`src/rtl/state_backtrace.sv`:
```
// Walks a linked chain of state words backwards from the newest regfile
// entry to its root and streams one entry per handshake.
module state_backtrace #(
  parameter int unsigned MAX_DEPTH = 2048,
  parameter logic [10:0] ROOT_ADDR = 11'h7FF
) (
  input  logic        clk,
  input  logic        rst_n,
  input  logic        start_i,
  output logic        busy_o,
  output logic        seq_re_o,
  input  logic [15:0] seq_r_data_i,
  input  logic [11:0] out_r_addr_i,
  output logic        ran_re_o,
  output logic [11:0] ran_r_addr_o,
  input  logic [15:0] ran_r_data_i,
  output logic        bt_valid_o,
  input  logic        bt_ready_i,
  output logic [3:0]  bt_pos_o,
  output logic [11:0] bt_addr_o,
  output logic        bt_end_o,
  output logic        bt_last_o,
  output logic        done_o,
  output logic        err_o,
  output logic [11:0] depth_o
);

  typedef enum logic [2:0] {StIdle, StSeq, StEmit, StFetch, StFin} state_e;

  state_e      state_q, state_d;
  logic [15:0] word_q;
  logic [11:0] addr_q;
  logic [11:0] depth_q;
  logic        err_q;
  logic [11:0] ran_addr_q;

  logic [10:0] prev;
  logic [11:0] prev_addr;
  logic [31:0] depth_next;
  logic        is_root;
  logic        fwd_link;
  logic        depth_hit;
  logic        last_c;
  logic        seq_empty;

  // Decode the held entry: link target and termination reasons.
  always_comb begin
    prev       = word_q[11:1];
    prev_addr  = {1'b0, prev};
    depth_next = 32'(depth_q) + 32'd1;
    is_root    = (prev == ROOT_ADDR);
    // A link that does not point strictly older is treated as corruption.
    fwd_link   = (prev_addr >= addr_q);
    depth_hit  = (depth_next == 32'(MAX_DEPTH));
    last_c     = is_root | fwd_link | depth_hit;
    seq_empty  = (out_r_addr_i == 12'hFFF);
  end

  // Next-state logic and per-state outputs.
  always_comb begin
    state_d      = state_q;
    busy_o       = (state_q != StIdle);
    seq_re_o     = 1'b0;
    ran_re_o     = 1'b0;
    ran_r_addr_o = ran_addr_q;
    bt_valid_o   = 1'b0;
    bt_last_o    = 1'b0;
    done_o       = 1'b0;
    unique case (state_q)
      StIdle: begin
        if (start_i) state_d = StSeq;
      end
      StSeq: begin
        seq_re_o = 1'b1;
        state_d  = seq_empty ? StFin : StEmit;
      end
      StEmit: begin
        bt_valid_o = 1'b1;
        bt_last_o  = last_c;
        if (bt_ready_i) state_d = last_c ? StFin : StFetch;
      end
      StFetch: begin
        ran_re_o     = 1'b1;
        ran_r_addr_o = prev_addr;
        state_d      = StEmit;
      end
      StFin: begin
        done_o  = 1'b1;
        state_d = StIdle;
      end
      default: state_d = StIdle;
    endcase
  end

  assign bt_pos_o  = word_q[15:12];
  assign bt_addr_o = addr_q;
  assign bt_end_o  = word_q[0];
  assign err_o     = err_q;
  assign depth_o   = depth_q;

  // State register.
  always_ff @(posedge clk or negedge rst_n) begin
    if (!rst_n) state_q <= StIdle;
    else        state_q <= state_d;
  end

  // Walk datapath: current entry, depth counter, error flag, last random address.
  always_ff @(posedge clk or negedge rst_n) begin
    if (!rst_n) begin
      word_q     <= '0;
      addr_q     <= '0;
      depth_q    <= '0;
      err_q      <= 1'b0;
      ran_addr_q <= '0;
    end else begin
      unique case (state_q)
        StIdle: begin
          if (start_i) begin
            depth_q <= '0;
            err_q   <= 1'b0;
          end
        end
        StSeq: begin
          word_q <= seq_r_data_i;
          addr_q <= out_r_addr_i;
          if (seq_empty) err_q <= 1'b1;
        end
        StEmit: begin
          if (bt_ready_i) begin
            depth_q <= depth_q + 12'd1;
            if (last_c && !is_root) err_q <= 1'b1;
          end
        end
        StFetch: begin
          word_q     <= ran_r_data_i;
          addr_q     <= prev_addr;
          ran_addr_q <= prev_addr;
        end
        default: ;
      endcase
    end
  end

endmodule

```
`config.mk`:
```
export PLATFORM = sky130hd
export DESIGN_NAME = state_backtrace
export DESIGN_NICKNAME = d
export VERILOG_FILES = /design/src/rtl/state_backtrace.sv
export SDC_FILE = /design/constraint.sdc
export NUM_CORES = 1
export LEC_CHECK = 0
export CAP_MARGIN = 15
export CORE_UTILIZATION = 42
export DETAILED_ROUTE_END_ITERATION = 10
export GPL_TIMING_DRIVEN = 1
export PLACE_DENSITY = 0.76
export SLEW_MARGIN = 20
export SYNTH_ARGS = -nofsm -noshare
export SYNTH_HDL_FRONTEND = slang
export SYNTH_SLANG_ARGS = --single-unit
```
`constraint.sdc`:
```
create_clock -name clk -period 2.85 [get_ports clk]
set_clock_uncertainty 0.2 [all_clocks]
set_input_delay 0.285 -clock clk [delete_from_list [all_inputs] [get_ports clk]]
set_output_delay 0.285 -clock clk [all_outputs]
set_load 0.005 [all_outputs]
```
==> results.md <==
- Basic-gate share of the synthesized area counting and, or, nand and nor cells: 16.1%
- Yosys top cell by area: dfrtp_1
- Avg Inst Size Synth: slightly below 10 um^2
- Share of the synthesized area in the top cell type: 44.7%
- Area occupied by multi-input gates: 1640 um^2
- Startpoint type of the worst setup path: flop
- Routed length per placed instance: between 15 and 20 um
- Slew Viols, Final: 0
- Crit path required time: 2370 ps
- Initial DRC count: 99
- Worst slack, placed: ~53 ps
- Max Fclk: 361 MHz
- Most common cell after layout, fill and taps aside: clkdlybuf4s50_1
- Core Footprint: between 7000 and 8000 um^2
- Vertical die dimension: 88.4 um
- Average vias per placed instance: around 5.3
- Area taken by flip-flops and latches: 1410 um^2
- Worst slew pin tran: between 500 and 600 ps
- Detailed-router iteration count before antenna repair: 5
- Number of library cell types mapped by synthesis: 52
- CTS tree: built
- Clock transition at the registers of the reported paths: around 100 ps
- Levels on crit path: 7
- Die ar.: a little under 8000 um^2
- Number of buffers created by CTS: 5
- Final worst slack: 83.6 ps
- Worst slack on hold paths: 169 ps
- Leading cell types in the layout, fill and taps excluded: 93 x clkdlybuf4s50_1, 50 x dfrtp_1, 46 x o21ai_0
- Clock insertion delay at the later pin of the skew report: roughly 320 ps
- Total Wirelength: ~8000 um
- Synthesized-area fraction occupied by ao, oa, aoi and oai cells: between 10% and 20%
- Pin count of the biggest net entering global routing: 56
- Total negative slack for setup checks: 0 ps
- Highest ir drop seen on vdd: around 0.42 mV
- Synth async-reset ratio: 100%
- Antenna cells: 0
- Biggest cell delay along the critical path: ~420 ps
- Number of filler cells placed in the layout: 634
- Combinational family with the most area after synthesis: simple AND/OR/NAND/NOR gates
- Critical path class: flop to primary output
- Total via count after detailed routing: ~2,800
- Number of standard cells after synthesis: roughly 320
- Sequential area share after synthesis: about 45%
- Pwr dens: just over 900 nW/um^2
- Overall fraction of global-route tracks in use: a little over a fifth
- Worst Reg2Reg Path Length in Cells: 8
- Ordered list of cells on the worst path: ha_1 > and4b_1 > a211o_1 > a31o_4 > o21ai_2 > inv_1 > dlygate4sd2_1
- Num Clock Sinks: 56
- Number of buffers on the longest clock path: 2
- Critical-path cell with the highest stage delay: dfrtp_1
- Leading post-synthesis cells by cell area: dfrtp_1 45%, mux2i_1 8.3%, o21ai_0 7.5%
- Final layout net count: just under 500
- Final count of negative-setup-slack endpoints: 0
- Static leakage: between 1.5 and 2 nW
- I/O Buffers: 95
- Outcome: complete, no violations
- Via count of the first global-routing pass: ~2,700
- Area delta synth->final: 42.9%
- First-pass GRT wire length: 12,700 um
- Boundary Pins: 96
- Residual antenna-violating net count after detailed routing: 0
- Root buffer selected by CTS: clkbuf_8
- Maximum fanout along the worst path: 4
- CP top delay family: compound AO/OA/AOI/OAI gates
- Total global routing overflow: 0
- Max-cap violation count: 0
- Hold violation count in the final report: 0
- Synthesized flop and latch total: 56
- Total of warnings raised by yosys: 0
- Gpl congestion: slightly above 0.9
- Fin crit period: about 2800 ps
- Share of synthesized area spent on multiplexers: between 10% and 20%
- Total buffers and inverters traversed by the critical path: 2
- Row count: 31
- XOR/XNOR share of the synthesized area: less than 1%
- Arrival @ worst endpoint: approximately 2300 ps
- Post-synthesis net count: around 380
- Number of enable flip-flop cells after synthesis: 0
- Rel. slew slack: between 60% and 70%
- Initial antenna violation count: 0
- Die X-Extent: ~88 um
- H-Tree Level Count: 2
- Fraction of layout cells with a size suffix above 1: between 10% and 20%
- Post-synth top flop: dfrtp_1
- Residual DRC: 0
- Final HPWL from detailed placement: 5720 um
- Setup repair after global routing missed its margin: no
- Type of element capturing the critical path: primary output
- Cell area after technology mapping: about 3100 um^2
- Adder-cell area share of the yosys netlist: about 4.8%
- Class of the tightest hold or removal check: input port to async pin
- Initial standard-cell utilization of the core: a little over two fifths
- Final Cycle Share: slightly below 100%
- Pwr Total: about 0.0041 W
kinds of logic after synthesis:
| kind of cell | after synthesis |
|---|---|
| and+or+nand+nor | 94 |
| AOI/OAI and AO/OA | 81 |
| DFF | 56 |
| buffers and inverters | 37 |
| muxes | 37 |
| adders and majority gates | 12 |
| xor gates and xnor gates | 2 |
area by class of cell:
class                      count  area share (%)
multi-input combinational    226            36.5
sequential                    56            31.5
timing repair buffer         122            25.8
tap                           99            2.77
clock buffer                   6            1.85
inverter                      15            1.26
clock inverter                 2           0.335
registers in the layout, summed over array words and instances, names as in the netlist:
signal,cells
state_q,3
err_o,1
word_q,16
bt_addr_o,12
depth_o,12
ran_addr_q,12
cell usage after synthesis, types with 2 or more instances:
cell and number:
a211o_1 2, a21oi_1 10, a31oi_1 3, and2_1 2, and3_1 2, and4_2 2, and4_4 2, buf_1 3
buf_2 2, buf_4 7, clkbuf_1 8, dfrtp_1 56, ha_1 12, inv_1 15, mux2_2 11, mux2i_1 26
nand2_1 42, nand2b_1 4, nand3_1 5, nand4_1 10, nor2_1 9, nor3_1 2, nor3b_1 2, nor4_1 2
o21ai_0 47, o31ai_1 5, o41ai_1 2, xor2_1 2
worst register-to-register path, cell delays in order (launching register included):
cell	delay [ps]
dfrtp_1	440
ha_4	210
and3_4	210
a21oi_2	180
o2111ai_2	180
nor4_4	340
buf_4	170
nor2_2	30
o31ai_1	210
power breakdown:
| part | switching (W) | internal, W | leakage (nW) |
|---|---|---|---|
| combinational | 0.00102 | 0.00122 | 1.20 |
| clock | 0.000260 | 0.000197 | 0.0434 |
| sequential | 0.000274 | 0.00111 | 0.702 |
what timing repair did:
item	4_1_cts	5_1_grt
endpoints found under the hold margin	10	0
setup endpoints to repair	1	1
hold buffers	1	0
resized for setup	20	3
buffers inserted	9	5
pin swaps	6	1
layer usage:
metal / track usage [%] / vias up / wire [um]
li1: - / 1364 / -
met1: 27.1 / 1321 / 3530
met2: 35.7 / 91 / 3860
met3: 5.41 / 11 / 466
met4: 6.01 / 0 / 91
met5: 0 / - / 0
worst paths after layout:
path / startpoint / to / slack [ps]
max: word_q[11] / bt_last_o / 80
min: rst_n / depth_o[11] / 170
max reg2reg: depth_o[1] / err_o / 610
min reg2reg: word_q[0] / word_q[0] / 290
max in group asynchronous: rst_n / depth_o[5] / 1410
min in group clk: word_q[0] / word_q[0] / 290
through the flow:
| step | std cells | utilization [%] | area (um^2) |
|---|---|---|---|
| floorplan | 319 | - | 3130 |
| detailed placement | 503 | 57.8 | 4170 |
| global placement | 503 | 57.8 | 4170 |
| finish | 526 | 62.0 | 4480 |
| CTS | 521 | 61.3 | 4430 |
| global route | 526 | 62.0 | 4480 |
No activity file was read; power rests on OpenSTA's default activity.
